<file path="src/rtl/rom_arbiter.sv">
// Two-master arbiter in front of a single ROM port with a one-cycle request / next-cycle ready handshake.
// A transaction runs IDLE -> WAIT -> RESP; a WAIT that outlasts TIMEOUT cycles completes with an error.
module rom_arbiter #(
   parameter int unsigned TIMEOUT        = 15,
   parameter bit          FIXED_PRIORITY = 1'b0
) (
   input  logic        i_clock,
   input  logic        i_reset_n,
   input  logic        i_p0_request,
   input  logic        i_p1_request,
   input  logic [31:0] i_p0_address,
   input  logic [31:0] i_p1_address,
   output logic [31:0] o_p0_rdata,
   output logic [31:0] o_p1_rdata,
   output logic        o_p0_ready,
   output logic        o_p1_ready,
   output logic        o_p0_error,
   output logic        o_p1_error,
   output logic        o_rom_request,
   output logic [31:0] o_rom_address,
   input  logic [31:0] i_rom_rdata,
   input  logic        i_rom_ready
);
   localparam logic [7:0] TIMEOUT_COUNT = 8'(TIMEOUT);

   typedef enum logic [1:0] {
      S_IDLE = 2'd0,
      S_WAIT = 2'd1,
      S_RESP = 2'd2
   } state_t;

   state_t           state;
   state_t           state_next;
   logic [7:0]       count;
   logic [7:0]       count_next;
   logic             winner;
   logic             winner_next;
   logic             last_grant;
   logic             last_grant_next;
   logic             any_request;
   logic             grant;
   logic             timed_out;
   logic             rom_request;
   logic             rom_request_next;
   logic [31:0]      rom_address;
   logic [31:0]      rom_address_next;
   logic [1:0]       ready;
   logic [1:0]       ready_next;
   logic [1:0]       error;
   logic [1:0]       error_next;
   logic [1:0][31:0] rdata;
   logic [1:0][31:0] rdata_next;

   assign any_request = i_p0_request | i_p1_request;
   assign timed_out   = (count == TIMEOUT_COUNT);

   // A tie goes to the port not granted last, unless port 0 is hard-wired to win.
   always_comb begin
      grant = 1'b0;
      if (i_p0_request && i_p1_request) begin
         grant = FIXED_PRIORITY ? 1'b0 : ~last_grant;
      end else if (i_p1_request) begin
         grant = 1'b1;
      end
   end

   always_ff @(posedge i_clock or negedge i_reset_n) begin
      if (!i_reset_n) begin
         state <= S_IDLE;
      end else begin
         state <= state_next;
      end
   end

   always_comb begin
      state_next = state;
      case (state)
         S_IDLE: begin
            if (any_request) begin
               state_next = S_WAIT;
            end
         end
         S_WAIT: begin
            if (i_rom_ready || timed_out) begin
               state_next = S_RESP;
            end
         end
         S_RESP: begin
            state_next = S_IDLE;
         end
         default: begin
            state_next = S_IDLE;
         end
      endcase
   end

   // Next values of the registered outputs; ready/error default low so they only ever pulse.
   always_comb begin
      count_next       = count;
      winner_next      = winner;
      last_grant_next  = last_grant;
      rom_request_next = 1'b0;
      rom_address_next = rom_address;
      ready_next       = 2'b00;
      error_next       = 2'b00;
      rdata_next       = rdata;
      case (state)
         S_IDLE: begin
            if (any_request) begin
               rom_request_next = 1'b1;
               rom_address_next = grant ? i_p1_address : i_p0_address;
               winner_next      = grant;
               last_grant_next  = grant;
               count_next       = 8'd0;
            end
         end
         S_WAIT: begin
            if (i_rom_ready) begin
               rdata_next[winner] = i_rom_rdata;
               ready_next[winner] = 1'b1;
            end else if (timed_out) begin
               rdata_next[winner] = 32'h0000_0000;
               ready_next[winner] = 1'b1;
               error_next[winner] = 1'b1;
            end else begin
               count_next = count + 8'd1;
            end
         end
         default: begin
         end
      endcase
   end

   // After reset port 1 counts as last granted, so port 0 takes the first tie.
   always_ff @(posedge i_clock or negedge i_reset_n) begin
      if (!i_reset_n) begin
         count       <= 8'd0;
         winner      <= 1'b0;
         last_grant  <= 1'b1;
         rom_request <= 1'b0;
         rom_address <= 32'h0000_0000;
         ready       <= 2'b00;
         error       <= 2'b00;
         rdata       <= '0;
      end else begin
         count       <= count_next;
         winner      <= winner_next;
         last_grant  <= last_grant_next;
         rom_request <= rom_request_next;
         rom_address <= rom_address_next;
         ready       <= ready_next;
         error       <= error_next;
         rdata       <= rdata_next;
      end
   end

   assign o_rom_request = rom_request;
   assign o_rom_address = rom_address;
   assign o_p0_ready    = ready[0];
   assign o_p1_ready    = ready[1];
   assign o_p0_error    = error[0];
   assign o_p1_error    = error[1];
   assign o_p0_rdata    = rdata[0];
   assign o_p1_rdata    = rdata[1];

endmodule

</file>
<file path="config.mk">
export PLATFORM = sky130hd
export DESIGN_NAME = rom_arbiter
export DESIGN_NICKNAME = d
export VERILOG_FILES = /design/src/rtl/rom_arbiter.sv
export SDC_FILE = /design/constraint.sdc
export NUM_CORES = 1
export LEC_CHECK = 0
export ABC_AREA = 1
export CAP_MARGIN = 20
export CELL_PAD_IN_SITES_DETAIL_PLACEMENT = 1
export CELL_PAD_IN_SITES_GLOBAL_PLACEMENT = 1
export CORE_MARGIN = 2
export CORE_UTILIZATION = 32
export CTS_CLUSTER_SIZE = 16
export DETAILED_ROUTE_END_ITERATION = 16
export PLACE_DENSITY_LB_ADDON = 0.1
export SLEW_MARGIN = 10
export SYNTH_ARGS = -nofsm -noshare
export SYNTH_HDL_FRONTEND = slang
export SYNTH_SLANG_ARGS = --single-unit
</file>
<file path="constraint.sdc">
create_clock -name i_clock -period 1.9 [get_ports i_clock]
set_clock_uncertainty 0.15 [all_clocks]
set_input_delay 0.38 -clock i_clock [delete_from_list [all_inputs] [get_ports i_clock]]
set_output_delay 0.38 -clock i_clock [all_outputs]
set_load 0.02 [all_outputs]
</file>
==> Word level (Yosys, flattened, before mapping) <==
Cells that the tools add are included.
{ "classes": {"addsub": 1, "mul": 0, "div": 0, "order_cmp": 2, "n_eq_ne": 6, "shift": 0, "mux": 24, "bitwise_logic": 4, "n_reduce_logical": 10} }
{ "ops": {"columns": ["cell", "n"], "rows": [
  ["64-bit two-way mux", 2],
  ["64-bit AND", 1],
  ["64-bit bitwise mux", 1],
  ["32-bit two-way mux", 2],
  ["64-bit inverter", 1],
  ["32-bit demux with 1-bit select", 1],
  ["8-bit two-way mux", 3],
  ["8-bit one-hot mux with 2 select lines", 1],
  ["2-bit two-way mux", 7],
  ["8-bit by 1-bit adder with 8-bit output, second input constant", 1],
  ["8-bit by 4-bit equality test with 1-bit output, second input constant", 1],
  ["2-bit != test, second input constant", 4],
  ["2-bit AND reduction", 3],
  ["1-bit two-way mux", 5],
  ["2-bit one-hot mux with 2 select lines", 1],
  ["4-bit AND reduction", 1],
  ["2-bit nonzero test", 2],
  ["2-bit by 1-bit equality test with 1-bit output, second input constant", 1],
  ["1-bit logical AND", 2],
  ["2-bit logical NOT", 1],
  ["1-bit by 2-bit < comparator with 1-bit output, second input constant", 1],
  ["1-bit demux with 1-bit select", 1],
  ["1-bit greater-or-equal comparator, second input constant", 1],
  ["1-bit logical OR", 1],
  ["2 further kinds", 2]
]} }
{ "word_totals": {"ff_bits": 113, "latch_bits": 0, "ram_bits": 0, "romBits": 0, "in_bits": 101, "output_inout_bits": 101, "elab_cells": 57, "mem_count": 0} }

==> Logic depth before layout (Yosys ltp) <==
Gate-level depths: netlist of the first run.
{ "depth": {"ltp_word": 8, "depth_mapped": 8, "ltp_nobuf": 7} }

==> Worst setup path after synthesis of the first run <==
Ideal clock, no wire load.
{ "synth_timing": {"path_kind": "flip-flop to flip-flop", "start": "register count[0]", "end": "register rdata (netlist bit o_p1_rdata[0])", "setup_time_ps": 117, "arrival_ps": 1290, "t_required_ps": 1633, "slack_ps": 343, "path_stages_with_launch": 8, "path_buffers": 1, "period_less_slack_ps": 1557, "path_cell_list": "dfrtp_1 -> ha_1 -> nand3_2 -> o21bai_2 -> nand3_2 -> buf_2 -> nand2_1 -> nand2_1"} }
{ "synth_via": {"elab_chain_cells": 3} }
{ "synth_rtl": {"columns": ["element", "line_no", "source"], "rows": [
  ["start, declared", "34", "logic [7:0] count;"],
  ["start signal, assigned", "146", "count <= count_next;"],
  ["8-bit by 4-bit equality test with 1-bit output", "55", "assign timed_out = (count == TIMEOUT_COUNT);"],
  ["2-bit nonzero test (no line)", null, null],
  ["2-bit AND reduction (no line)", null, null],
  ["end signal, assigned", "153", "rdata <= rdata_next;"],
  ["end, declared", "51", "logic [1:0][31:0] rdata;"]
]} }
Every way passes these cells.
A chain may end at the register's enable or synchronous reset.

==> Worst setup path in the final report of the first run <==
{ "layout_timing": {"start": "register count[1]", "end": "register rdata (netlist bit o_p0_rdata[7])"} }
The elaborated chain is that of the path after synthesis.

==> summary.txt, run 1 <==
Run status
  – Status: finished, final reports clean

Layout
  – Post-route cell area: 0.00868 mm^2
  – Filler instances: 2143
  – Final std cells w/o fill: 1218
  – Share of cells above drive strength 1: under 10%
  – Diode count: 0
  – P&R area growth vs syn: 51.5%
  – Layout net count: 1082

Global routing
  – Antenna violations before repair: 0
  – Largest net degree at the start of global routing: 41
  – Gr usage total: 23.2%
  – GR Overflow Total: 0
  – Global-route wire length before repair: 34200 um
  – Vias in the first global route: 6671

STA
  – Final TNS setup: 0 ns
  – Max Clock Freq: about 570 MHz
  – Hold WS: 0.332 ns
  – Slew Limit Fails: 0
  – Rel. slew slack: 65.4%
  – Hold Fails Final Rpt: 0
  – Setup ws final: approximately 0.14 ns
  – Fin crit period: 1.76 ns
  – Crit share post-route: 92.7%
  – RSZ-0062 raised after global routing: false
  – Setup violators final: 0
  – Worst-Margin Slew: 0.519 ns

Routing
  – 1st-iter DRT viols: 268
  – DRC: 0
  – WL final: 21100 um
  – DR pass1 iterations: 4
  – Remaining antenna violation count after routing: 0
  – Wire length per cell: 17.3 um
  – Vias post-DR: ~6200
  – Via density per instance: slightly above 5

Clock network
  – H-tree levels: 4
  – CTS tree: built
  – Clock-pin transition on the worst setup and hold timing paths: around 0.06 ns
  – Cts bufs inserted: 17
  – Clk buf depth: 2
  – Clk_lat worst skew: 0.41 ns
  – Clk sink count: 113
  – Root buffer cell: clkbuf_16

Yosys
  – Async SR Flop Fraction: 100%
  – Synth Register Bits: 113
  – Commonest cells in the netlist: 359 x nand2_1, 112 x dfrtp_1, 69 x o21ai_0, 64 x nand4_1, 46 x nor2_1
  – Synth Cell Area: 0.00573 mm^2
  – Syn nets: just under 900
  – Post-synth EDFFs: 0
  – Synth top area share: 48.9%
  – Top_reg_cell synth: dfrtp_1
  – Area contributors post-synth: dfrtp_1 49%, nand2_1 24%, nand4_1 7.0%
  – Synth Instances: 771
  – Post-Syn Area per Cell: roughly 7.4 um^2
  – Sequential area share after synthesis: 49.4%
  – Post-synthesis cell type count: 23
  – Warnings from Yosys: 0
  – Largest area contributor in the netlist: dfrtp_1
  – Most numerous cell in the Yosys netlist: nand2_1

Placement
  – Detailed Place HPWL: 15400 um
  – Post-placement cell count: 1184
  – Port bufs: 201
  – Cell Area, Placed: 0.00815 mm^2
  – GP Congestion: 0.841
  – Worst slack, placed: -0.161 ns

Worst setup path
  – CP Data Arrival Time: ~2.0 ns
  – WS Path Type: reg -> reg
  – Crit end category: flop
  – CP max FO: 22
  – Setup crit start kind: flop
  – Worst EP required: 2.10 ns

Flow run
  – Max-Cap Viols: 0

Floorplanning
  – Die area: ~0.019 mm^2
  – DIE WIDTH: around 140 um
  – # IOs: 202
  – Die height: 138 um
  – Number of placement rows: 48
  – Initial Utilization: 32.9%
  – Core area: 0.0174 mm^2

Pwr
  – Combinational Power Share: 42.8%
  – PwrDens: 1480 mW/mm^2
  – Clock network power share: 26.1%
  – P_leak: 4.59 nW
  – Sw power: 5.36 mW
  – Sequential power share: 31.1%
  – VDD IR max: 0.825 mV
  – Sw frac: 41.8%
  – P_int: 7.47 mW

Hold path
  – Class of the worst hold path: reg -> reg
==> cell families (layout without fill, tap and decap cells) <==
kind of cell / Yosys count / after routing / synth area share [%]
flops: 113 / 113 / 49.4
buf+inv: 69 / 291 / 5.70
fa+ha+maj: 1 / 1 / 0.218
compound gates: 75 / 75 / 6.82
simple gates: 512 / 512 / 37.7
xor+xnor: 1 / 1 / 0.153
==> placed cells by master, fill, tap and decap left out, drive strengths merged <==
cell type / instances
nand2: 359
a21boi: 1
dlygate4sd2: 100
dfstp: 1
dfrtp: 112
nand3: 38
nor3: 2
clkbuf: 23
inv: 12
clkinvlp: 3
bufinv: 3
ha: 1
xnor2: 1
clkdlybuf4s50: 99
dlygate4sd3: 1
clkinv: 4
o21ai: 72
o21bai: 1
buf: 45
dlymetal6s2s: 1
nor2: 49
nand4: 64
o211ai: 1
==> cell type report <==
| class | count | area, um^2 | area share [%] |
|---|---|---|---|
| clock buffer | 23 | 498 | 5.74 |
| inverter | 13 | 50.0 | 0.577 |
| clock inverter | 9 | 128 | 1.47 |
| sequential | 113 | 2830 | 32.6 |
| timing repair buffer | 246 | 2310 | 26.6 |
| tap | 225 | 282 | 3.24 |
| multi-input combinational | 589 | 2590 | 29.8 |
==> layer usage <==
metal / vias up / global-route usage, % / part of all wire, %
li1: 2941 / - / -
met5: - / 0 / 0
met2: 204 / 38.8 / 48
met1: 3000 / 27.9 / 42
met4: 0 / 7.94 / 1.6
met3: 28 / 7.84 / 8.5
==> registers in the layout, summed over array words and instances, names as in the netlist <==
name	count
ready	2
o_p1_rdata	32
count	8
o_rom_address	32
winner	1
o_p0_rdata	32
last_grant	1
error	2
state	2
o_rom_request	1
==> metrics by stage <==
step / power, mW / util, %
after detailed placement: 10.1 / 46.8
after floorplan: 6.97 / -
after global routing: 13.7 / 49.8
after CTS: 13.0 / 49.7
final: 12.8 / 49.8
after global placement: 9.88 / 46.8
==> worst paths after layout <==
| check | from | endpoint | slack [ns] | cells past startpoint |
|---|---|---|---|---|
| worst max-delay path | count[1] | o_p0_rdata[7] | 0.14 | 6 |
| worst min register to register | last_grant | last_grant | 0.33 | 2 |
| max in group asynchronous | i_reset_n | o_p1_rdata[30] | 0.67 | 3 |
| min in group asynchronous | i_reset_n | winner | 0.34 | 2 |
| worst min-delay path | last_grant | last_grant | 0.33 | 2 |
| worst max register to register | count[1] | o_p0_rdata[7] | 0.14 | 6 |
==> power by group through the flow <==
stage | Sequential [mW] | Clock [mW] | Combinational, mW
after floorplan | 4.85 | 0 | 2.12
after global placement | 3.99 | 0 | 5.88
after detailed placement | 4.03 | 0 | 6.07
after CTS | 4.00 | 3.41 | 5.54
after global routing | 4.11 | 3.53 | 6.05
final | 3.99 | 3.34 | 5.49
==> worst max-delay path: stages, from the launching register on <==
cell and delay (ns):
dfrtp_1 0.39, ha_2 0.22, nand3_2 0.14, o21bai_4 0.25, buf_4 0.31, nand4_1 0.14, nand2_1 0.10
==> repair_timing <==
action                                 4_1_cts  5_1_grt
hold buffers                                 1        0
gates cloned                                 0        0
pin swaps                                    0        1
setup endpoints to repair                  100       49
resized for setup                          100        5
endpoints found under the hold margin       26        0
setup buffers                                0        1
Power figures use the tool's default switching activity.
==> run 2: changes to the inputs <==
- CORE_UTILIZATION: 32 -> 34
- clock period: 1.9 -> 2.2 ns (I/O delays scaled with it)
==> summary.txt, run 2 (synthesis gave the netlist of run 1 again) <==
Floorplanning
  – Die area: 0.0179 mm^2 (was 0.0190 mm^2)
  – DIE WIDTH: 134 um (was 138 um)
  – Initial Utilization: 34.7% (was 32.9%)
  – # IOs: 202 (unchanged)
  – Core area: 0.0165 mm^2 (was 0.0174 mm^2)
  – Die height: 134 um (was 138 um)
  – Number of placement rows: 47 (was 48)

Global routing
  – Global-route wire length before repair: 34000 um (was 34200 um)
  – GR Overflow Total: 0 (unchanged)
  – Antenna violations before repair: 0 (unchanged)
  – Vias in the first global route: 6473 (was 6671)
  – Gr usage total: 24.0% (was 23.2%)
  – Largest net degree at the start of global routing: 44 (was 41)

Worst setup path
  – Crit end category: output port (was flop)
  – Setup crit start kind: flop (unchanged)
  – Slowest stage delay, CP: 0.64 ns (was 0.39 ns)
  – WS Path Type: reg -> out (was reg -> reg)
  – CP Data Arrival Time: 1.45 ns (was 1.96 ns)
  – CP max FO: 3 (was 22)
  – Cells along the critical path: clkdlybuf4s50_1 (was ha_2 > nand3_2 > o21bai_4 > buf_4 > nand4_1 > nand2_1)
  – CP startpoint: o_p1_rdata[6] (was count[1])
  – Crit-path leading delay family: buffers and inverters (was flip-flops)
  – R2R Path Start: state[1] (was count[1])
  – Crit path buf inv count: 1 (unchanged)
  – Crit-path slowest cell: clkdlybuf4s50_1 (was dfrtp_1)
  – Worst EP required: 1.61 ns (was 2.10 ns)

STA
  – Worst-Margin Slew: 0.912 ns (was 0.519 ns)
  – RSZ-0062 raised after global routing: false (unchanged)
  – Setup violators final: 0 (unchanged)
  – Fin crit period: 2.04 ns
  – Slew Limit Fails: 0 (unchanged)
  – Crit share post-route: 92.9%
  – Hold Fails Final Rpt: 0 (unchanged)
  – Max Clock Freq: 490 MHz
  – Rel. slew slack: 39.1% (was 65.4%)

Clock network
  – Clock-pin transition on the worst setup and hold timing paths: 0.06 ns (about the same)
  – Clk buf depth: 2 (unchanged)
  – Clk_lat worst skew: 0.42 ns (was 0.41 ns)
  – CTS tree: built (unchanged)
  – Root buffer cell: clkbuf_16 (unchanged)
  – Clk sink count: 113 (unchanged)
  – Post-CTS setup buffer count: 0 (unchanged)
  – H-tree levels: 4 (unchanged)
  – Cts bufs inserted: 17 (unchanged)

Pwr
  – P_leak: 4.12 nW (was 4.59 nW)
  – Sw power: 4.67 mW (was 5.36 mW)
  – Combinational Power Share: 45.2% (was 42.8%)
  – Sequential power share: 30.8% (was 31.1%)
  – PwrDens: 1310 mW/mm^2 (was 1480 mW/mm^2)
  – Sw frac: 41.5% (was 41.8%)
  – P_int: 6.58 mW (was 7.47 mW)
  – Clock network power share: 24.0% (was 26.1%)
  – VDD IR max: 0.584 mV (was 0.825 mV)

Routing
  – DR pass1 iterations: 6 (was 4)
  – Wire length per cell: 17.7 um (was 17.3 um)
  – 1st-iter DRT viols: 326 (was 268)
  – Vias post-DR: 6172 (was 6173)
  – Remaining antenna violation count after routing: 0 (unchanged)
  – WL final: 21100 um (about the same)
  – Via density per instance: 5.16 (was 5.07)
  – DRC: 0 (unchanged)

Layout
  – Final core utilization: 51.9% (was 49.8%)
  – Final std cells w/o fill: 1196 (was 1218)
  – Filler instances: 1986 (was 2143)
  – Layout net count: 1065 (was 1082)
  – Share of cells above drive strength 1: 7.38% (was 9.06%)
  – Most common cell after layout, fill and taps aside: nand2_1 (unchanged)
  – Diode count: 0 (unchanged)
  – Most frequent cells in the layout: 359 x nand2_1, 199 x clkdlybuf4s50_1, 112 x dfrtp_1 (was 359 x nand2_1, 112 x dfrtp_1, 100 x dlygate4sd2_1)
  – P&R area growth vs syn: 49.9% (was 51.5%)
  – Post-route cell area: 0.00858 mm^2 (was 0.00868 mm^2)

Hold path
  – Class of the worst hold path: in -> reg (was reg -> reg)
  – Hold_sp: i_rom_ready (was last_grant)

Placement
  – Port bufs: 201 (unchanged)
  – GP Congestion: 0.793 (was 0.841)
  – Detailed Place HPWL: 15100 um (was 15400 um)
  – Cell Area, Placed: 0.00799 mm^2 (was 0.00815 mm^2)
  – Post-placement cell count: 1163 (was 1184)

Run status
  – Status: finished, final reports clean (unchanged)

Flow run
  – Max-Cap Viols: 0 (unchanged)
-- run 2: cell types whose count changed in the layout (fill, tap and decap cells not counted), sizes merged --
cell           previous run  this run
clkbuf                   23        19
clkinvlp                  3         6
clkdlybuf4s50            99       199
dlygate4sd2             100         0
buf                      45        29
dlymetal6s2s              1         0
bufinv                    3         2
inv                      12        14
-- run 2: final cells by class --
class	instances	area (um^2)	area share [%]
sequential	113	2830	33.0
multi-input combinational	589	2580	30.1
timing repair buffer	229	2270	26.4
clock buffer	19	443	5.16
tap	220	275	3.21
clock inverter	13	138	1.60
inverter	13	48.8	0.569
-- run 2: timing repair --
action                                 CTS  global route
resized for setup                        0             0
hold buffers                             1             0
endpoints found under the hold margin   26             0
-- run 2: path summary, 6_finish.rpt --
| path | end | slack [ns] | cells past startpoint |
|---|---|---|---|
| worst max-delay path | o_p1_rdata[6] | 0.16 | 1 |
| worst min-delay path | error[0] | 0.20 | 2 |
| worst max register to register | o_rom_address[28] | 0.34 | 5 |
| worst min register to register | last_grant | 0.33 | 2 |
| max in group asynchronous | o_p1_rdata[24] | 0.92 | 3 |
| min in group asynchronous | o_p1_rdata[22] | 0.37 | 2 |
-- run 2: metrics by stage --
step                setup WS, ns  total power, mW  hold WS, ns  setup TNS, ns
finish                     0.157             11.3        0.202              0
global route              0.0612             11.9        0.230              0
global placement          0.0172             8.40        0.258              0
CTS                        0.133             11.4        0.192              0
detailed placement        -0.203             8.58        0.266          -2.61
floorplan                  0.643             6.02     -0.00559              0
-- run 2: power by group through the flow --
stage | clock network [mW] | registers [mW] | logic [mW]
final | 2.71 | 3.46 | 5.08
after global routing | 2.86 | 3.56 | 5.52
after CTS | 2.76 | 3.47 | 5.13
after detailed placement | 0 | 3.47 | 5.10
after global placement | 0 | 3.46 | 4.94
after floorplan | 0 | 4.19 | 1.83
-- run 2: routing by layer --
| layer | global-route usage (%) | share of wire (%) | vias up |
|---|---|---|---|
| li1 | - | - | 2902 |
| met4 | 7.51 | 1.6 | 0 |
| met5 | 0 | 0 | - |
| met1 | 29.3 | 43 | 3043 |
| met3 | 6.99 | 6.8 | 27 |
| met2 | 40.9 | 49 | 200 |
